File: config.mk
export PLATFORM = sky130hd
export DESIGN_NAME = int_wb_arbiter
export DESIGN_NICKNAME = d
export VERILOG_FILES = /design/src/rtl/int_wb_arbiter.sv
export SDC_FILE = /design/constraint.sdc
export NUM_CORES = 1
export LEC_CHECK = 0
export ABC_AREA = 1
export BUFFER_PORTS_ARGS = -buffer_cell sky130_fd_sc_hd__buf_2
export CORE_MARGIN = 8
export CORE_UTILIZATION = 25
export DETAILED_ROUTE_END_ITERATION = 10
export MAX_ROUTING_LAYER = met4
export PLACE_DENSITY = 0.45
export SYNTH_ARGS = -nofsm -noshare
export SYNTH_HDL_FRONTEND = slang
export SYNTH_SLANG_ARGS = --single-unit
File: constraint.sdc
create_clock -name clk -period 6.2 [get_ports clk]
set_input_delay 1.24 -clock clk [delete_from_list [all_inputs] [get_ports clk]]
set_output_delay 1.24 -clock clk [all_outputs]
set_load 0.01 [all_outputs]
File: src/rtl/int_wb_arbiter.sv
// -----------------------------------------------------------------------------
// int_wb_arbiter
//
// Purpose:
//   Merges the four integer producers (MISC, ALU0, ALU1, MDU) onto the two
//   registered integer writeback ports. Each cycle up to two valid sources are
//   granted in round-robin order starting at ptr. The first grant goes to
//   port 0 and the second to port 1. A granted result appears on its port one
//   cycle later for exactly one cycle.
//
// Ports:
//   clk, a_rst_n          clock, asynchronous active-low reset
//   flush_i               pipeline flush: blocks all grants, clears valids/ptr
//   src_valid_i[s]        source s holds a result (0=MISC 1=ALU0 2=ALU1 3=MDU)
//   src_ready_o[s]        source s result accepted this cycle (combinational)
//   src_rob_idx_i/src_preg_i/src_we_i/src_data_i   per-source result fields
//   wb_valid_o[k]         writeback port k valid (registered)
//   wb_rob_idx_o/wb_preg_o/wb_we_o/wb_data_o       per-port result fields
// -----------------------------------------------------------------------------
module int_wb_arbiter #(
    parameter int ROB_IDX_W = 6,
    parameter int PREG_W    = 6,
    parameter int DATA_W    = 32
) (
    input  logic                            clk,
    input  logic                            a_rst_n,
    input  logic                            flush_i,
    input  logic [3:0]                      src_valid_i,
    output logic [3:0]                      src_ready_o,
    input  logic [3:0][ROB_IDX_W-1:0]       src_rob_idx_i,
    input  logic [3:0][PREG_W-1:0]          src_preg_i,
    input  logic [3:0]                      src_we_i,
    input  logic [3:0][DATA_W-1:0]          src_data_i,
    output logic [1:0]                      wb_valid_o,
    output logic [1:0][ROB_IDX_W-1:0]       wb_rob_idx_o,
    output logic [1:0][PREG_W-1:0]          wb_preg_o,
    output logic [1:0]                      wb_we_o,
    output logic [1:0][DATA_W-1:0]          wb_data_o
);

    logic [1:0]                 ptr_q;
    logic [1:0]                 ptr_d;
    logic [1:0]                 gnt_valid_s;
    logic [1:0][1:0]            gnt_src_s;
    logic [3:0]                 grant_s;
    logic [1:0]                 last_src_s;
    logic [1:0]                 wb_valid_q;
    logic [1:0]                 wb_valid_d;
    logic [1:0][ROB_IDX_W-1:0]  wb_rob_idx_q;
    logic [1:0][PREG_W-1:0]     wb_preg_q;
    logic [1:0]                 wb_we_q;
    logic [1:0][DATA_W-1:0]     wb_data_q;

    // Round-robin scan from ptr: first valid source to port 0, second to port 1.
    always_comb begin
        gnt_valid_s  = 2'b00;
        gnt_src_s[0] = 2'd0;
        gnt_src_s[1] = 2'd0;
        for (int i = 0; i < 4; i++) begin
            if (src_valid_i[ptr_q + 2'(i)]) begin
                if (!gnt_valid_s[0]) begin
                    gnt_valid_s[0] = 1'b1;
                    gnt_src_s[0]   = ptr_q + 2'(i);
                end else if (!gnt_valid_s[1]) begin
                    gnt_valid_s[1] = 1'b1;
                    gnt_src_s[1]   = ptr_q + 2'(i);
                end else begin
                    gnt_valid_s = gnt_valid_s;
                end
            end else begin
                gnt_valid_s = gnt_valid_s;
            end
        end
    end

    // Per-source grant vector, ready gating and next pointer / port valids.
    always_comb begin
        grant_s = 4'b0000;
        if (gnt_valid_s[0]) begin
            grant_s[gnt_src_s[0]] = 1'b1;
        end else begin
            grant_s = grant_s;
        end
        if (gnt_valid_s[1]) begin
            grant_s[gnt_src_s[1]] = 1'b1;
        end else begin
            grant_s = grant_s;
        end

        // Ready is held low in reset so no producer retires a result that
        // the cleared output registers would then drop.
        src_ready_o = grant_s & {4{~flush_i & a_rst_n}};

        // Port 1 is granted only after port 0, so it is the last in scan order.
        if (gnt_valid_s[1]) begin
            last_src_s = gnt_src_s[1];
        end else begin
            last_src_s = gnt_src_s[0];
        end

        if (flush_i) begin
            ptr_d      = 2'd0;
            wb_valid_d = 2'b00;
        end else if (gnt_valid_s[0]) begin
            ptr_d      = last_src_s + 2'd1;
            wb_valid_d = gnt_valid_s;
        end else begin
            ptr_d      = ptr_q;
            wb_valid_d = 2'b00;
        end
    end

    // Pointer, port valids and port payload registers; payload moves only on transfer.
    always_ff @(posedge clk or negedge a_rst_n) begin
        if (!a_rst_n) begin
            ptr_q        <= 2'd0;
            wb_valid_q   <= 2'b00;
            wb_rob_idx_q <= '0;
            wb_preg_q    <= '0;
            wb_we_q      <= 2'b00;
            wb_data_q    <= '0;
        end else begin
            ptr_q      <= ptr_d;
            wb_valid_q <= wb_valid_d;
            for (int k = 0; k < 2; k++) begin
                if (gnt_valid_s[k] && !flush_i) begin
                    wb_rob_idx_q[k] <= src_rob_idx_i[gnt_src_s[k]];
                    wb_preg_q[k]    <= src_preg_i[gnt_src_s[k]];
                    wb_we_q[k]      <= src_we_i[gnt_src_s[k]];
                    wb_data_q[k]    <= src_data_i[gnt_src_s[k]];
                end else begin
                    wb_rob_idx_q[k] <= wb_rob_idx_q[k];
                    wb_preg_q[k]    <= wb_preg_q[k];
                    wb_we_q[k]      <= wb_we_q[k];
                    wb_data_q[k]    <= wb_data_q[k];
                end
            end
        end
    end

    assign wb_valid_o   = wb_valid_q;
    assign wb_rob_idx_o = wb_rob_idx_q;
    assign wb_preg_o    = wb_preg_q;
    assign wb_we_o      = wb_we_q;
    assign wb_data_o    = wb_data_q;

endmodule

==> impl_metrics.ini, run 1 <==
[setup_path]
crit_chain = inv_2 -> nand2_1 -> nand2_1 -> nand2_2 -> nand2_4 -> nor2_8 -> nand3_4 -> nand3_1 -> nand2_2 -> inv_2 -> nand2_1 -> a21oi_1 -> buf_2
worstSetupStartpoint = ptr_q[0]
max_stage_delay_ns = 0.78
r2r_start = ptr_q[0]
rrSetupSlack_ns = 2.05
cp.arrival_ns = 3.75
startpoint_type = flip-flop
reg2regPathDepth = 16
critPathKind = reg2out
r2r-end = wb_preg_o[8]
cp-end-kind = output pin
path_common_cell = nand2_1
slowest_stage = dfrtp_1
worstPathRequired_ns = 4.96
cp_max_fo = 24
setup.worst_path.end = src_ready_o[3]

[global_route]
antenna_found_initial = 4
grt_first_pass_wirelength_um = 59100
grt_pass1_vias = 9914
grt-ovfl-total = 0
grt_start_max_net_pins = 91
gr-usage-all-layers_pct = 19.8

[floorplanning]
die_w_um = 199
core_area_sq_mm = 0.0334
die_h_um = 199
io_pins = 283
num_rows = 67
dieArea_sq_mm = 0.0398
start_util_pct = 25.2

[logic_synthesis]
synthAdderAreaFrac_pct = 0.297
synth-simple-area-share_pct = 55.2
synth_top_family_by_area = simple AND/OR/NAND/NOR gates
ys_seq_elements = 94
yosys-mux-area-fraction_pct = 0
yosysWarnings = 0
ys_seq_area_share_pct = 28.0
ys_types = 24
syn_area_per_cell_sq_um = 5.59
syn-num-nets = 1694
synthXorXnorAreaFrac_pct = 0
synth_compound_area_share_pct = 0.892
netlist_instances = 1505
synthesis.area_sq_mm = 0.00842

[worst_hold_path]
hp-class = reg2reg

[clock_tree]
cts.clk_slew.worst_paths_ns = 0.08
cts_setup_buffers = 0
cts_resized = 0
cts_hold_buffers = 0
clockBufferDepth = 2
worstSkewPairLatency_ns = 0.38
htreeDepth = 3
cts_tree = built
cts_buffers = 9
cts.sinks = 94
root_buffer = clkbuf_16

[timing]
rsz0062_at_grt = false
period_minus_slack_ns = 4.99
worst_slew_pin_slew_ns = 1.23
min_period_over_period_pct = 80.5
finalClockSkew_ns = 0.0130
slew_viol_final = 0
final_hold_viol_count = 0
relSlewSlack_pct = 18.1
tns_ns = 0
clock.fmax_ghz = 0.200
setup_viol = 0

[drt]
wl_per_cell_um = 18.1
viasPerCell = 4.68
drcViolationCount = 0
drt_iter0_drc = 620
num_vias = 10100
first_pass_iters = 5
wl_um = 39100
detail-route-antenna-nets = 0

[place]
place.port_buffers = 282
globalplace.congestion = 0.804
dp_hpwl_um = 25000

[run_status]
status = finished, final reports clean

[final_layout]
nets = 1892
multi_input_area_sq_mm = 0.00481
register_area_sq_mm = 0.00235
syn_to_final_growth_pct = 22.4
drive_gt1_share_pct = 20.2
num-fill-cells = 3872

[run]
cap_violations = 0
-- cells in the final DEF, fill, tap and decap left out, types with 2 or more instances in the layout --
| cell | synthesis | layout |
|---|---|---|
| nand2_2 | 10 | 11 |
| inv_1 | 197 | 195 |
| nand2_1 | 684 | 679 |
| clkbuf_16 | 0 | 9 |
| buf_4 | 15 | 13 |
| nor2_1 | 5 | 5 |
| ha_1 | 2 | 2 |
| inv_2 | 7 | 9 |
| nand3_1 | 380 | 378 |
| clkinv_2 | 0 | 3 |
| nand3_4 | 1 | 3 |
| buf_2 | 63 | 281 |
| nand2_4 | 3 | 7 |
| dfrtp_1 | 94 | 94 |
| o21ai_1 | 2 | 2 |
| diode_2 | 0 | 4 |
| a21oi_1 | 4 | 4 |
| o21ai_0 | 3 | 3 |
-- final cells by class --
cell class / count / area share [%]
well taps: 448 / 5.44
flip-flops and latches: 94 / 22.8
diodes: 4 / 0.0972
repair buffers: 294 / 14.6
clock buffers: 10 / 2.32
multi-input cells: 1100 / 46.7
clock inverters: 6 / 0.595
inverters: 204 / 7.43
-- Yosys cell counts (all sizes together) --
master / number / area (sq um)
a21oi: 4 / 20.0
buf: 83 / 462
clkbuf: 24 / 90.1
dfrtp: 94 / 2350
ha: 2 / 25.0
inv: 204 / 766
nand2: 697 / 2660
nand3: 382 / 1930
nand3b: 1 / 7.51
nor2: 7 / 45.1
o211ai: 1 / 21.3
o21ai: 6 / 33.8
-- worst min path at each step --
| stage | cells after the start | end | slack (ns) | startpoint |
|---|---|---|---|---|
| detailed placement | 2 | wb_rob_idx_o[2] | 0.46 | wb_rob_idx_o[2] |
| floorplan | 2 | wb_data_o[0] | 0.52 | wb_data_o[0] |
| global placement | 2 | wb_data_o[42] | 0.46 | wb_data_o[42] |
| CTS | 2 | wb_data_o[52] | 0.48 | wb_data_o[52] |
| global route | 2 | wb_data_o[31] | 0.50 | wb_data_o[31] |
| finish | 2 | wb_data_o[63] | 0.48 | wb_data_o[63] |
-- logic make-up (layout without fill, tap and decap cells) --
group | count (synthesis) | after routing
buf+inv | 311 | 514
fa+ha+maj | 2 | 2
other cells | 0 | 4
simple gates | 1087 | 1087
flops | 94 | 94
compound gates | 11 | 11
-- registers in the layout, indices dropped and copies added, names as in the netlist --
| name | count |
|---|---|
| wb_preg_o | 12 |
| wb_we_o | 2 |
| ptr_q | 2 |
| wb_valid_o | 2 |
| wb_data_o | 64 |
| wb_rob_idx_o | 12 |
-- critical path: cells and delay by family (launching register included) --
family	cells	cell delay, ns
simple gates	9	1.38
buf+inv	3	1.04
flops	1	0.78
compound gates	1	0.16
-- metrics by stage --
stage,util (%),hold slack (ns),cells,worst slack (ns),instance area (sq um)
after floorplan,-,0.515,1505,2.24,8420
after global placement,29.9,0.461,2140,1.39,9990
after detailed placement,29.9,0.460,2140,1.28,9990
after CTS,30.8,0.480,2156,1.08,10300
after global routing,30.9,0.497,2160,0.919,10300
final,30.9,0.475,2160,1.21,10300
-- per-layer routing --
layer	wire length [um]	GRT usage (%)
met1	17800	25.5
met2	18300	31.4
met3	2060	2.83
met4	906	7.00
met5	0	-
Power of run 1 is left out: the tool's default activity adds up to more than one toggle a clock period on the data nets, which glitch-free logic cannot reach.
==> inputs of run 2 (changes only) <==
--- a/config.mk
+++ b/config.mk
@@ -11,7 +11,7 @@
 export CORE_UTILIZATION = 25
 export DETAILED_ROUTE_END_ITERATION = 10
 export MAX_ROUTING_LAYER = met4
-export PLACE_DENSITY = 0.45
+export PLACE_DENSITY = 0.47
 export SYNTH_ARGS = -nofsm -noshare
 export SYNTH_HDL_FRONTEND = slang
 export SYNTH_SLANG_ARGS = --single-unit
==> constraint.sdc (replaced) <==
create_clock -name clk -period 4.35 [get_ports clk]
set_input_delay 0.87 -clock clk [delete_from_list [all_inputs] [get_ports clk]]
set_output_delay 0.87 -clock clk [all_outputs]
set_load 0.01 [all_outputs]
==> impl_metrics.ini, run 2 (synthesized netlist as in run 1, its figures left out) <==
[run_status]
status = finished, final reports clean

[global_route]
antenna_found_initial = 4
grt_first_pass_wirelength_um = 58700
grt_start_max_net_pins = 57
gr-usage-met3_pct = 3.38
met1_usage_pct = 24.8
top_usage_layer = met2
grt_pass1_vias = 10300
grt-ovfl-total = 0
gr-usage-all-layers_pct = 19.5
grt_util_met2_pct = 31.5

[setup_path]
cp_max_fo = 6
crit_chain = buf_2 -> inv_1 -> nand2_2 -> nand3_2 -> nand2_4 -> ha_1 -> inv_1 -> nand2_1 -> o21ai_0 -> nand2_2 -> o211ai_4 -> nand2_1 -> inv_1 -> nand3_1 -> a21oi_1 -> buf_2
critPathKind = in2out
r2r-end = wb_data_o[23]
path_common_cell = inv_1
cp.arrival_ns = 2.62
slowest_stage = ha_1
rrSetupSlack_ns = 1.29
startpoint_type = primary input
r2r_start = ptr_q[0]
max_stage_delay_ns = 0.28
cp_top_family = simple AND/OR/NAND/NOR gates
cp.buffers_inverters = 5
worstPathRequired_ns = 3.48
reg2regPathDepth = 16
cp-end-kind = output pin

[timing]
final_hold_viol_count = 0
period_minus_slack_ns = 3.49
tns_ns = 0
setup_viol = 0
clock.fmax_ghz = 0.287
fin_ws_ns = 0.864
relSlewSlack_pct = 43.6
rsz0062_at_grt = false
slew_viol_final = 0
min_period_over_period_pct = 80.1
finalClockSkew_ns = 0.00626
worst_slew_pin_slew_ns = 0.846
timing.hold.ws_ns = 0.474

[final_layout]
largest_reg_flops = 64
syn_to_final_growth_pct = 24.0
drive_gt1_share_pct = 20.8
nets = 1906
postLayoutCellArea_sq_mm = 0.0104
num-fill-cells = 3867
register_area_sq_mm = 0.00235
multi_input_area_sq_mm = 0.00481
final_common_cell = nand2_1
final_cell_mix = nand2_1 (679), nand3_1 (378), buf_2 (281)

[run]
cap_violations = 0

[clock_tree]
cts.clk_slew.worst_paths_ns = 0.08
cts.sinks = 94
cts_resized = 0
cts_buffers = 9
cts_tree = built
worstSkewPairLatency_ns = 0.35
cts_setup_buffers = 0
clockBufferDepth = 2
htreeDepth = 3
cts_hold_buffers = 0
root_buffer = clkbuf_16

[worst_hold_path]
hold_start = wb_data_o[24]
min_to = wb_data_o[24]
hp-class = reg2reg
whs_path_depth = 2

[floorplanning]
die_w_um = 199
core_area_sq_mm = 0.0334
start_util_pct = 25.2
io_pins = 283
num_rows = 67
die_h_um = 199
dieArea_sq_mm = 0.0398

[drt]
first_pass_iters = 7
num_vias = 10200
wl_per_cell_um = 17.5
wl_um = 38000
drt_iter0_drc = 671
viasPerCell = 4.67
drcViolationCount = 0
detail-route-antenna-nets = 0

[place]
place.port_buffers = 282
place_ws_ns = 0.879
globalplace.congestion = 0.788
dp_hpwl_um = 25500
place_area_sq_mm = 0.0101
[run 2: metal layers]
metal / routed length, um / vias up / share of wire (%)
li1: - / 5053 / -
met1: 16900 / 4722 / 44
met2: 17900 / 353 / 47
met3: 2580 / 37 / 6.8
met4: 650 / 0 / 1.7
met5: 0 / - / 0
[run 2: stage by stage]
stage	instances	util, %
2_1_floorplan	1505	-
3_3_place_gp	2154	30.3
3_5_place_dp	2154	30.3
4_1_cts	2170	31.2
5_1_grt	2174	31.3
6_report	2175	31.3
[run 2: layout make-up]
cell class	instances	share of cell area, %
inverter	204	7.34
antenna	5	0.120
tap	448	5.37
sequential	94	22.5
clock buffer	11	2.33
clock inverter	5	0.564
timing repair buffer	308	15.7
multi-input combinational	1100	46.1
[run 2: worst min-delay path, delay by kind of cell, from the launching register on]
family	cells	cell delay, ns
DFF	1	0.34
and+or+nand+nor	2	0.10
[run 2: worst max-delay path by stage]
stage / to / slack [ns] / depth (start not counted) / startpoint
floorplan: src_ready_o[0] / 1.13 / 13 / src_valid_i[3]
finish: src_ready_o[0] / 0.86 / 16 / src_valid_i[3]
CTS: src_ready_o[0] / 0.86 / 16 / ptr_q[0]
detailed placement: src_ready_o[0] / 0.88 / 16 / src_valid_i[3]
global placement: src_ready_o[0] / 0.88 / 16 / src_valid_i[3]
global route: src_ready_o[0] / 0.68 / 16 / ptr_q[0]
Power of run 2 is left out for the same reason.
